===== src/rtl/alu_arith_seq.sv =====
`timescale 1ns/1ps
`default_nettype none
// ============================================================================
// Module   : alu_arith_seq
// Purpose  : Multi-cycle arithmetic ALU: add/sub/mov in one cycle, iterative
//            unsigned multiply/divide/remainder, registered results and flags.
// Revision : 1.0
// ============================================================================
module alu_arith_seq #(
    parameter int N = 4
) (
    input  logic         clk_i,
    input  logic         rst_i,
    input  logic         start_i,
    input  logic [2:0]   opcode_i,
    input  logic [N-1:0] a_i,
    input  logic [N-1:0] b_i,
    output logic         ready_o,
    output logic         done_o,
    output logic [N-1:0] result_o,
    output logic         cout_o,
    output logic         overflow_o,
    output logic         zero_o,
    output logic         negative_o
);
    localparam int CW = (N > 1) ? $clog2(N) : 1;
    localparam logic [2:0] c_op_add  = 3'b000;
    localparam logic [2:0] c_op_sub  = 3'b001;
    localparam logic [2:0] c_op_mul  = 3'b010;
    localparam logic [2:0] c_op_divu = 3'b011;
    localparam logic [2:0] c_op_mov  = 3'b100;
    localparam logic [2:0] c_op_remu = 3'b101;

    typedef enum logic [1:0] {
        S_IDLE = 2'd0,
        S_ITER = 2'd1,
        S_DONE = 2'd2
    } state_t;

    state_t         r_state;
    state_t         w_state_nxt;
    logic [2:0]     r_op;
    logic [N-1:0]   r_a;
    logic [N-1:0]   r_b;
    logic [N-1:0]   r_hi;
    logic [N-1:0]   r_lo;
    logic [CW-1:0]  r_cnt;
    logic [N-1:0]   r_result;
    logic           r_cout;
    logic           r_ovf;
    logic           r_zero;
    logic           r_neg;

    logic           w_accept;
    logic           w_iter_op;
    logic           w_last;
    logic           w_load;
    logic [N:0]     w_add;
    logic [N:0]     w_sub;
    logic [N:0]     w_mul_sum;
    logic [N-1:0]   w_mul_hi;
    logic [N-1:0]   w_mul_lo;
    logic [N:0]     w_div_shift;
    logic [N+1:0]   w_div_diff;
    logic [N-1:0]   w_div_rem;
    logic [N-1:0]   w_div_q;
    logic [N-1:0]   w_res_1c;
    logic           w_cout_1c;
    logic           w_ovf_1c;
    logic [N-1:0]   w_res_it;
    logic           w_cout_it;
    logic           w_ovf_it;
    logic [N-1:0]   w_res;
    logic           w_cout;
    logic           w_ovf;

    assign w_accept  = start_i && (r_state == S_IDLE);
    assign w_iter_op = (opcode_i == c_op_mul) || (opcode_i == c_op_divu) ||
                       (opcode_i == c_op_remu);
    assign w_last    = (r_cnt == CW'(N - 1));

    always_ff @(posedge clk_i or posedge rst_i) begin
        if (rst_i) r_state <= S_IDLE;
        else       r_state <= w_state_nxt;
    end

    always_comb begin
        w_state_nxt = r_state;
        case (r_state)
            S_IDLE:  if (w_accept) w_state_nxt = w_iter_op ? S_ITER : S_DONE;
            S_ITER:  if (w_last) w_state_nxt = S_DONE;
            S_DONE:  w_state_nxt = S_IDLE;
            default: w_state_nxt = S_IDLE;
        endcase
    end

    assign w_add = {1'b0, a_i} + {1'b0, b_i};
    assign w_sub = {1'b0, a_i} - {1'b0, b_i};

    // Shift-add: r_hi accumulates, r_lo starts as the multiplier and fills with product bits.
    assign w_mul_sum = {1'b0, r_hi} + (r_lo[0] ? {1'b0, r_a} : {(N+1){1'b0}});
    assign w_mul_hi  = w_mul_sum[N:1];
    assign w_mul_lo  = {w_mul_sum[0], r_lo[N-1:1]};

    // Restoring division: r_hi is the partial remainder, r_lo shifts dividend out / quotient in.
    assign w_div_shift = {r_hi, r_lo[N-1]};
    assign w_div_diff  = {1'b0, w_div_shift} - {2'b00, r_b};
    assign w_div_rem   = w_div_diff[N+1] ? w_div_shift[N-1:0] : w_div_diff[N-1:0];
    assign w_div_q     = {r_lo[N-2:0], ~w_div_diff[N+1]};

    always_comb begin
        w_res_1c  = '0;
        w_cout_1c = 1'b0;
        w_ovf_1c  = 1'b0;
        case (opcode_i)
            c_op_add: begin
                w_res_1c  = w_add[N-1:0];
                w_cout_1c = w_add[N];
                w_ovf_1c  = ~(a_i[N-1] ^ b_i[N-1]) & (w_add[N-1] ^ a_i[N-1]);
            end
            c_op_sub: begin
                w_res_1c  = w_sub[N-1:0];
                w_cout_1c = w_sub[N];
                w_ovf_1c  = (a_i[N-1] ^ b_i[N-1]) & (w_sub[N-1] ^ a_i[N-1]);
            end
            c_op_mov: w_res_1c = b_i;
            default: ;
        endcase
    end

    always_comb begin
        w_res_it  = '0;
        w_cout_it = 1'b0;
        w_ovf_it  = 1'b0;
        case (r_op)
            c_op_mul: begin
                w_res_it  = w_mul_lo;
                w_cout_it = |w_mul_hi;
            end
            c_op_divu: begin
                w_res_it = (r_b == '0) ? {N{1'b1}} : w_div_q;
                w_ovf_it = (r_b == '0);
            end
            c_op_remu: begin
                w_res_it = (r_b == '0) ? r_a : w_div_rem;
                w_ovf_it = (r_b == '0);
            end
            default: ;
        endcase
    end

    assign w_load = (w_accept && !w_iter_op) || ((r_state == S_ITER) && w_last);
    assign w_res  = (r_state == S_ITER) ? w_res_it  : w_res_1c;
    assign w_cout = (r_state == S_ITER) ? w_cout_it : w_cout_1c;
    assign w_ovf  = (r_state == S_ITER) ? w_ovf_it  : w_ovf_1c;

    always_ff @(posedge clk_i or posedge rst_i) begin
        if (rst_i) begin
            r_op  <= '0;
            r_a   <= '0;
            r_b   <= '0;
            r_hi  <= '0;
            r_lo  <= '0;
            r_cnt <= '0;
        end else if (w_accept) begin
            r_op  <= opcode_i;
            r_a   <= a_i;
            r_b   <= b_i;
            r_hi  <= '0;
            r_lo  <= (opcode_i == c_op_mul) ? b_i : a_i;
            r_cnt <= '0;
        end else if (r_state == S_ITER) begin
            r_cnt <= w_last ? '0 : r_cnt + CW'(1);
            if (r_op == c_op_mul) begin
                r_hi <= w_mul_hi;
                r_lo <= w_mul_lo;
            end else begin
                r_hi <= w_div_rem;
                r_lo <= w_div_q;
            end
        end
    end

    always_ff @(posedge clk_i or posedge rst_i) begin
        if (rst_i) begin
            r_result <= '0;
            r_cout   <= 1'b0;
            r_ovf    <= 1'b0;
            r_zero   <= 1'b0;
            r_neg    <= 1'b0;
        end else if (w_load) begin
            r_result <= w_res;
            r_cout   <= w_cout;
            r_ovf    <= w_ovf;
            r_zero   <= (w_res == '0);
            r_neg    <= w_res[N-1];
        end
    end

    assign ready_o    = (r_state == S_IDLE);
    assign done_o     = (r_state == S_DONE);
    assign result_o   = r_result;
    assign cout_o     = r_cout;
    assign overflow_o = r_ovf;
    assign zero_o     = r_zero;
    assign negative_o = r_neg;
endmodule
`default_nettype wire


===== config.mk =====
export PLATFORM = sky130hd
export DESIGN_NAME = alu_arith_seq
export DESIGN_NICKNAME = d
export VERILOG_FILES = /design/src/rtl/alu_arith_seq.sv
export SDC_FILE = /design/constraint.sdc
export NUM_CORES = 1
export LEC_CHECK = 0
export CAP_MARGIN = 40
export CORE_MARGIN = 8
export CORE_UTILIZATION = 30
export DETAILED_ROUTE_END_ITERATION = 7
export PLACE_DENSITY = 0.47
export SETUP_SLACK_MARGIN = 0.1
export SLEW_MARGIN = 20
export SYNTH_ARGS = -nofsm -noshare
export SYNTH_HDL_FRONTEND = slang
export SYNTH_SLANG_ARGS = --single-unit

===== constraint.sdc =====
create_clock -name clk_i -period 3.7 [get_ports clk_i]
set_input_delay 0.74 -clock clk_i [delete_from_list [all_inputs] [get_ports clk_i]]
set_output_delay 0.74 -clock clk_i [all_outputs]
set_load 0.02 [all_outputs]

Word level (Yosys, flattened, before mapping)
Index checks and enable logic that the tools add are counted.
Word-level totals
  register bits: 31
  input bits: 14
  output and inout bits: 10
Cells by class
  add/subtract/negate cells: 5
  equal/unequal tests: 13
  mux-type cells: 27
  bitwise gates (word level): 7
  reduce and logical (&&, ||, !) cells: 15
Operators with widths (count)
  $mux 4: 12
  $pmux 4 s3: 2
  $eq 3x2->1 const B: 4
  $mux 2: 6
  $add 4x4->5: 2
  $eq 3x3->1 const B: 3
  $logic_not 4->1: 2
  $sub 5x4->6: 1
  $sub 4x4->5: 1
  $eq 2x2->1 const B: 2
  $mux 1: 4
  $pmux 1 s2: 2
  $pmux 2 s2: 1
  $reduce_or 4->1: 1
  $eq 3x1->1 const B: 1
  $logic_and 1x1->1: 3
  $logic_not 3->1: 1
  $logic_or 1x1->1: 3
  $xor 1x1->1: 3
  $add 2x1->2 const B: 1
  $and 1x1->1: 2
  $eq 2x1->1 const B: 1
  $logic_not 2->1: 1
  $ne 2x1->1 const B: 1
  other kinds (6): 7

Depth between registers and ports, before layout
Gate-level depths: netlist of run 1.
  word-level depth: 6
  gate-level depth with buffers: 10

Worst setup path before layout of run 1
OpenSTA, ideal clock, no wires.
  path kind: input -> register
  from: in a_i[0]
  to: reg r_zero, in the netlist zero_o
  library setup time: 104 ps
  arrival time: 2419 ps
  required time: 3596 ps
  slack: 1178 ps
  stages on the path: 8
  buffers on the path: 0
  cell sequence: ha_1 -> fa_1 -> mux2_2 -> a21oi_1 -> o21ai_1 -> a221oi_2 -> nor2_1 -> o41ai_2
On the way
  cells in the longest elaborated chain, start to end: 4
  elaborated cells between the ends (all ways): 5
  classes of those cells: add/sub (2); mux (2); reduce/logical (1)
RTL lines
  start: declaration: line 16  | input logic [N-1:0] a_i,
  $sub 4x4->5 or $add 4x4->5 (tied branches): line 98, 97
  $pmux 4 s3 *: line 115  | case (opcode_i)
  $mux 4 *: line 153  | assign w_res = (r_state == S_ITER) ? w_res_it : w_res_1c;
  $logic_not 4->1 *: line 195  | r_zero <= (w_res == '0);
  end signal: assignment: line 195
  end: declaration: line 51  | logic r_zero;
Mark *: on every way between the ends. The rest lies on a longest branch, timed or not.
A chain may end at the register's enable or synchronous reset.

Final worst setup path of run 1
  from: in b_i[0]
  to: reg r_zero, in the netlist zero_o
On the way
  cells in the longest elaborated chain, start to end: 4
  elaborated cells between the ends (all ways): 5
  classes of those cells: add/sub (2); mux (2); reduce/logical (1)
RTL lines
  start: declaration: line 17  | input logic [N-1:0] b_i,
  $sub 4x4->5 or $add 4x4->5 (tied branches): line 98, 97
  $pmux 4 s3 *: line 115
  $mux 4 *: line 153
  $logic_not 4->1 *: line 195
Marked as above.

==> results of run 1 <==
[synthesized netlist by cell type, types with 4 or more instances]
master     n
and2_1     6
nand2b_1   6
nor2_1    15
a211oi_1   7
xor2_1     4
nand3_1    6
fa_1       4
o21ai_0   31
ha_1      17
inv_1     14
o21a_1     6
clkbuf_1   9
mux2i_1    8
nand2_1   41
nor2b_1    8
dfrtp_1   30
a21oi_1   10
[power groups by stage]
| stage | Sequential (mW) | Combinational (mW) | Clock, mW |
|---|---|---|---|
| 4_1_cts | 0.647 | 1.27 | 0.338 |
| 3_3_place_gp | 0.651 | 1.27 | 0 |
| 5_1_grt | 0.672 | 1.42 | 0.352 |
| 3_5_place_dp | 0.650 | 1.27 | 0 |
| 6_report | 0.648 | 1.26 | 0.330 |
| 2_1_floorplan | 0.634 | 0.909 | 0 |
[path summary, 6_finish.rpt]
kind,endpoint,cells past startpoint
max reg2reg,zero_o,8
max,zero_o,9
min reg2reg,cout_o,2
min,cout_o,2
min in group asynchronous,r_a[1],3
max in group asynchronous,r_b[1],3
[flip-flops by register name (all words and copies together) (netlist names)]
register and flops:
r_hi 4, r_state 2, r_lo 4, r_op 3, r_a 4, cout_o 1, result_o 4, r_b 4
zero_o 1, overflow_o 1, r_cnt 2
[worst reg2reg max path: cells and delay by family, from the launching register on]
family / cells / cell delay (ps)
DFF: 1 / 440
buffers and inverters: 1 / 90
adders and majority gates: 1 / 280
and+or+nand+nor: 2 / 450
AOI/OAI and AO/OA: 3 / 840
muxes: 1 / 240
[cell families after synthesis]
logic type | synth area share (%)
flops | 31.4
fa+ha+maj | 12.2
xor+xnor | 2.20
buf+inv | 4.76
compound gates | 24.1
simple gates | 20.6
mux | 4.76
[layer usage]
| metal | vias to the layer above | share of wire [%] | track usage, % | routed length (µm) |
|---|---|---|---|---|
| li1 | 1048 | - | - | - |
| met1 | 963 | 52 | 16.6 | 3390 |
| met2 | 30 | 45 | 20.3 | 2960 |
| met3 | 6 | 2.0 | 1.64 | 133 |
| met4 | 0 | 1.1 | 3.06 | 72 |
| met5 | - | 0 | 0 | 0 |
[layout make-up]
cell class,instances,area [µm²],area share (%)
Clock inverter,2,37.5,1.32
Multi-Input combinational cell,223,1530,53.8
Sequential cell,30,751,26.4
Timing Repair Buffer,28,268,9.42
Inverter,15,56.3,1.98
Clock buffer,6,72.6,2.55
Tap cell,102,128,4.49
==> flow_summary.yaml, run 1 <==
timing:
  rsz0062_at_grt: "no"
  fin_crit_sh_pct: 80.5
  finalSetupTns_ps: 0
  tightest_slew_ps: 704
  drv_slew: 0
  hold_slack_ps: 498
  setup_viol: 0
  relSlewSlack_pct: 53.1
  min_period_ps: 2980
  hold_viol_final: 0
  fmax_ghz: 0.336
  finalClockSkew_ps: 9.50
  fin_ws_ps: 721
detailed_routing:
  routed_wl_mm: 6.55
  vias: 2047
  routedWlPerCell_um: 16.1
  drtAntennaViolNets: 0
  drt-pass1-iter-count: 4
  drc: 0
  routed_via_density: 5.04
  first_iter_violations: 87
final_layout:
  nets: 338
  final_common_cell: "nand2_1"
  final_area_mm2: 0.00284
  drive_gt1_share_pct: 8.22
  nFillCells: 821
  final_cell_mix: "41 x nand2_1, 31 x o21ai_0, 30 x dfrtp_1, 23 x clkdlybuf4s50_1, 17 x ha_1"
  fin_cells: 406
  syn2layout_area_growth_pct: 18.7
  post-route-util_pct: 36.8
  diodes: 0
yosys:
  synth_nets: 315
  synth_edf_count: 0
  netlist_area_mm2: 0.00239
  synth_async_sr_flop_share_pct: 100
  synth_area_leaders: "dfrtp_1 31%, ha_1 8.9%, o21ai_0 6.5%"
  synth_flop_cell: "dfrtp_1"
  yosysTopAreaCellShare_pct: 31.4
  yosysTopAreaCell: "dfrtp_1"
  syn_inst: 280
  synth.distinct_cells: 56
  synth-seq-cells: 30
  synth_warnings: 0
  ys_seq_area_share_pct: 31.4
  synth.avg_cell_area_um2: 8.55
pwr:
  power_density_mw_per_mm2: 786
  share_comb_of_total_power_pct: 56.2
  switching_share_pct: 45.0
  leakagePower_nw: 1.25
  power.switching_mw: 1.01
  total_power_mw: 2.23
  internal-power_mw: 1.23
  clockPowerShare_pct: 14.8
  ir_drop_v: 0.000195
  p_seq_share_pct: 29.0
die:
  ios: 24
  core_area_mm2: 0.00773
  dieWidth_um: 105
  rows: 32
  dieHeight_um: 105
  initial_utilization_pct: 31.0
  die_area_mm2: 0.0111
clocking:
  hold_buffers: 0
  clk_latency_ps: 280
  tritoncts: "yes"
  post_cts_resized: 0
  cts_buffers: 5
  cts_root_buf: "clkbuf_8"
  htree_levels: 2
  cts.sinks: 30
  clk_pin_slew_worst_paths_ps: 60
  postCtsSetupRepairBufs: 0
  clockBufferDepth: 2
worst_setup_path:
  endpoint_kind: "flop"
  crit_start: "b_i[0]"
  crit_fanout: 5
  path_buf_inv: 1
  cpMaxStageDelayCell: "clkdlybuf4s50_1"
  rrSetupSlack_ps: 1250
  rr_startpoint: "r_b[1]"
  path_cells: "clkdlybuf4s50_1 > ha_1 > fa_1 > mux2_2 > a21oi_1 > o21ai_1 > o21ai_0 > nor2_1 > o41ai_2"
  crit_type: "primary input to flop"
  max_stage_delay_ps: 550
  cp_top_family: "compound AO/OA/AOI/OAI gates"
  cp.required_ps: 3880
  cp_data_arrival_time_ps: 3150
  critPathLaunchType: "primary input"
placement:
  placed_area_mm2: 0.00273
  dp_hpwl_mm: 5.12
  placed_cells: 398
  gp_congestion: 0.812
  io_buffer_count: 23
  pre_cts_slack_ps: 423
grt:
  grt_pass1_wl_mm: 11.2
  grt_usage_pct: 12.3
  grt-ovfl-total: 0
  grt_pass1_vias: 2195
  grt_max_degree: 31
  antenna_found_initial: 0
flow_run:
  maxCapViolCount: 0
worst_hold_path:
  min_from: "cout_o"
  hp-class: "flop to flop"
outcome:
  status: "finished clean"
No activity file was read; power rests on OpenSTA's default activity.
==> inputs of run 2 (changes only) <==
--- a/config.mk
+++ b/config.mk
@@ -9,7 +9,7 @@
 export CORE_MARGIN = 8
 export CORE_UTILIZATION = 30
 export DETAILED_ROUTE_END_ITERATION = 7
-export PLACE_DENSITY = 0.47
+export PLACE_DENSITY = 0.49
 export SETUP_SLACK_MARGIN = 0.1
 export SLEW_MARGIN = 20
 export SYNTH_ARGS = -nofsm -noshare
==> constraint.sdc (replaced) <==
create_clock -name clk_i -period 2.6 [get_ports clk_i]
set_input_delay 0.52 -clock clk_i [delete_from_list [all_inputs] [get_ports clk_i]]
set_output_delay 0.52 -clock clk_i [all_outputs]
set_load 0.02 [all_outputs]
==> run 2 against run 1 <==
  * Sequential power rose by 40%
  * Register-to-register slack got worse by 1000 ps
  * Critical endpoint is now result_o[1]
  * Power rose by 48%
==> flow_summary.yaml, run 2 (synthesis results as in run 1) <==
detailed_routing:
  drt-pass1-iter-count: 8
  routed_via_density: 5.09
  routed_wl_mm: 6.69
  routedWlPerCell_um: 15.4
  drc: 0
  vias: 2206
  drtAntennaViolNets: 0
  first_iter_violations: 116
final_layout:
  final_common_cell: "nand2_1"
  final_cell_mix: "41 x nand2_1, 32 x buf_4, 30 x o21ai_0, 29 x dfrtp_1, 19 x clkdlybuf4s50_1"
  nets: 365
  post-route-util_pct: 39.6
  diodes: 0
  syn2layout_area_growth_pct: 27.7
  fin_cells: 433
  drive_gt1_share_pct: 18.1
grt:
  grt_pass1_vias: 2300
  grt_usage_pct: 12.5
  grt_pass1_wl_mm: 11.4
  grt-ovfl-total: 0
  antenna_found_initial: 0
  grt_max_degree: 31
clocking:
  hold_buffers: 0
  clk_pin_slew_worst_paths_ps: 70
  clk_latency_ps: 290
  clockBufferDepth: 2
  cts_root_buf: "clkbuf_8"
  cts_buffers: 5
  htree_levels: 2
  cts.sinks: 30
  tritoncts: "yes"
outcome:
  status: "finished clean"
timing:
  hold_viol_final: 0
  drv_slew: 0
  fin_crit_sh_pct: 90.3
  finalClockSkew_ps: 4.28
  tightest_slew_ps: 656
  finalSetupTns_ps: 0
  rsz0062_at_grt: "yes"
  relSlewSlack_pct: 56.2
  min_period_ps: 2350
  setup_viol: 0
  hold_slack_ps: 496
  fmax_ghz: 0.426
worst_hold_path:
  hp-class: "flop to flop"
pwr:
  ir_drop_v: 0.000289
  leakagePower_nw: 1.38
  total_power_mw: 3.31
  power_density_mw_per_mm2: 1080
placement:
  dp_hpwl_mm: 5.32
  placed_cells: 424
  gp_congestion: 0.855
  io_buffer_count: 23
worst_setup_path:
  cp.required_ps: 2770
  crit_fanout: 4
  crit_type: "flop to flop"
  endpoint_kind: "flop"
  cp_data_arrival_time_ps: 2520
  critPathLaunchType: "flop"
die:
  dieWidth_um: 105
  dieHeight_um: 105
  core_area_mm2: 0.00773
  rows: 32
  ios: 24
  die_area_mm2: 0.0111
  initial_utilization_pct: 31.0
flow_run:
  maxCapViolCount: 0
run 2: path summary, 6_finish.rpt:
kind                               end      from  slack, ps  cells past startpoint
max                        result_o[1]    r_b[1]        250                      9
min                           r_cnt[0]  r_cnt[0]        500                      1
max reg2reg                result_o[1]    r_b[1]        250                      9
min reg2reg                   r_cnt[0]  r_cnt[0]        500                      1
max in group asynchronous       r_b[1]     rst_i       1670                      3
min in group asynchronous   r_state[0]     rst_i        610                      3
run 2: through the flow:
stage	cell area, µm²	setup WS (ps)
floorplan	2390	298
detailed placement	2930	-442
global placement	2930	-348
global route	3060	95.2
finish	3060	252
CTS	3050	155
run 2: what timing repair did:
item	4_1_cts	5_1_grt
pin swaps	4	3
setup endpoints to repair	5	3
gates resized for setup	11	4
setup buffers	1	0
run 2: where the power goes:
group | leakage [nW] | internal [mW] | switching (mW)
logic | 0.960 | 0.914 | 1.09
registers | 0.375 | 0.681 | 0.228
clock network | 0.0472 | 0.213 | 0.192
total | 1.38 | 1.81 | 1.51
run 2: per-layer routing:
metal | global-route usage (%) | vias to the layer above | wire length, µm
li1 | - | 1100 | -
met1 | 16.2 | 1044 | 3240
met2 | 20.4 | 54 | 3010
met3 | 2.50 | 8 | 329
met4 | 4.08 | 0 | 106
met5 | 0 | - | 0
run 2: cell type report:
| class | count | area [µm²] |
|---|---|---|
| Clock buffer | 6 | 82.6 |
| Timing Repair Buffer | 55 | 465 |
| Sequential cell | 30 | 752 |
| Multi-Input combinational cell | 223 | 1560 |
| Clock inverter | 2 | 12.5 |
| Inverter | 15 | 56.3 |
| Fill cell | 794 | 4670 |
| Tap cell | 102 | 128 |
run 2: critical path: stages (launching register included):
cell	delay, ps
dfrtp_2	410
inv_1	70
ha_1	270
nor2b_1	150
o31a_1	380
o31a_4	360
a221oi_2	280
buf_4	150
buf_4	90
o31ai_1	60
==> inputs of run 3 (changes only) <==
--- a/config.mk
+++ b/config.mk
@@ -9,7 +9,7 @@
 export CORE_MARGIN = 8
 export CORE_UTILIZATION = 30
 export DETAILED_ROUTE_END_ITERATION = 7
-export PLACE_DENSITY = 0.49
+export PLACE_DENSITY = 0.59
 export SETUP_SLACK_MARGIN = 0.1
 export SLEW_MARGIN = 20
 export SYNTH_ARGS = -nofsm -noshare
==> run 3 against run 2 <==
  * Worst setup slack got worse by 49 ps
  * Maximum frequency fell by 2.0%
  * Utilization fell by 0.16 points
  * Non-clock buffer count fell by 3
  * Critical path type unchanged
==> flow_summary.yaml, run 3 (synthesis results as in run 1) <==
timing:
  fmax_ghz: 0.417
  min_period_ps: 2400
  drv_slew: 0
  rsz0062_at_grt: "yes"
  hold_viol_final: 0
  hold_slack_ps: 495
  tightest_slew_ps: 647
  finalSetupTns_ps: 0
  relSlewSlack_pct: 56.8
  finalClockSkew_ps: 5.97
  fin_crit_sh_pct: 92.2
  setup_viol: 0
flow_run:
  maxCapViolCount: 0
final_layout:
  post-route-util_pct: 39.4
  nets: 362
  syn2layout_area_growth_pct: 27.2
  diodes: 0
  final_common_cell: "nand2_1"
  fin_cells: 430
  final_area_mm2: 0.00304
  final_cell_mix: "41 x nand2_1, 29 x o21ai_0, 29 x dfrtp_1, 28 x buf_4, 19 x clkdlybuf4s50_1"
  drive_gt1_share_pct: 16.2
  nFillCells: 768
clocking:
  cts_root_buf: "clkbuf_8"
  cts_buffers: 5
  clk_latency_ps: 280
  htree_levels: 2
  clockBufferDepth: 2
  cts.sinks: 30
  clk_pin_slew_worst_paths_ps: 70
  tritoncts: "yes"
worst_setup_path:
  critPathLaunchType: "flop"
  crit_fanout: 4
  worstReg2RegEnd: "zero_o"
  crit_type: "flop to flop"
  worstRegToRegCells: 8
  cp_data_arrival_time_ps: 2580
  cp.required_ps: 2780
  endpoint_kind: "flop"
  rr_startpoint: "r_b[1]"
  rrSetupSlack_ps: 200
grt:
  grt_pass1_wl_mm: 11.2
  grt_pass1_vias: 2222
  grt_max_degree: 31
  grt_usage_pct: 12.1
  antenna_found_initial: 0
  grt-ovfl-total: 0
pwr:
  ir_drop_v: 0.000246
  power_density_mw_per_mm2: 1090
  leakagePower_nw: 1.38
outcome:
  status: "finished clean"
detailed_routing:
  drtAntennaViolNets: 0
  routed_wl_mm: 6.45
  drc: 0
  vias: 2179
  routedWlPerCell_um: 15.0
  first_iter_violations: 145
  routed_via_density: 5.07
  drt-pass1-iter-count: 4
worst_hold_path:
  hold_end: "result_o[1]"
  hp-class: "flop to flop"
  holdPathStages: 2
  min_from: "result_o[1]"
placement:
  gp_congestion: 0.895
  placed_cells: 421
  dp_hpwl_mm: 5.13
  placed_area_mm2: 0.00292
  io_buffer_count: 23
die:
  dieWidth_um: 105
  ios: 24
  dieHeight_um: 105
  initial_utilization_pct: 31.0
  rows: 32
  core_area_mm2: 0.00773
  die_area_mm2: 0.0111
## run 3: changes by cell type in the layout (fill, tap and decap cells not counted), sizes merged
| cell | previous run | this run |
|---|---|---|
| dlymetal6s2s | 0 | 1 |
| clkbuf | 6 | 7 |
| buf | 32 | 29 |
| clkinvlp | 1 | 0 |
| dlygate4sd2 | 4 | 3 |
## run 3: stage by stage
stage          worst slack (ps)  power (mW)
3_3_place_gp               -349        2.81
3_5_place_dp               -411        2.85
2_1_floorplan               298        2.20
4_1_cts                     110        3.30
5_1_grt                    47.2        3.63
6_report                    203        3.33
## run 3: final cells by class
cell class,count,area (µm²),share of cell area [%]
clock buffers,7,86.3,2.84
clock inverters,1,5.00,0.164
inverters,15,56.3,1.85
multi-input cells,223,1560,51.2
flip-flops and latches,30,752,24.7
well taps,102,128,4.19
repair buffers,52,459,15.1
## run 3: timing repair
item                       in CTS  in global routing
hold buffers                    0                  0
setup endpoints to repair       5                  4
pin swaps                       3                  2
gates resized for setup         7                  5
setup buffers                   1                  0
## run 3: worst max path at each step
stage,startpoint,endpoint,depth (start not counted)
after floorplan,a_i[0],zero_o,8
after global placement,b_i[0],zero_o,9
after detailed placement,b_i[0],zero_o,9
after CTS,a_i[0],result_o[1],12
after global routing,r_b[1],zero_o,8
final,r_b[1],zero_o,8
## run 3: report_power, final
part	internal, mW	switching (mW)	leakage, nW	total [mW]
sequential	0.681	0.232	0.375	0.914
combinational	0.935	1.09	0.957	2.02
clock	0.213	0.182	0.0482	0.395
## run 3: metal layers
metal | vias to the layer above | global-route usage [%] | wire (µm)
met4 | 0 | 2.24 | 41
met5 | - | 0 | 0
li1 | 1097 | - | -
met3 | 4 | 2.07 | 184
met2 | 36 | 19.6 | 2920
met1 | 1042 | 16.4 | 3310
## run 3: worst max-delay path, stage by stage, from the launching register on
cell      delay, ps
dfrtp_2         410
inv_1            80
ha_1            280
nor2b_1         150
o31a_1          310
o31a_4          370
a221oi_4        280
nor2_1          100
o41ai_2         310
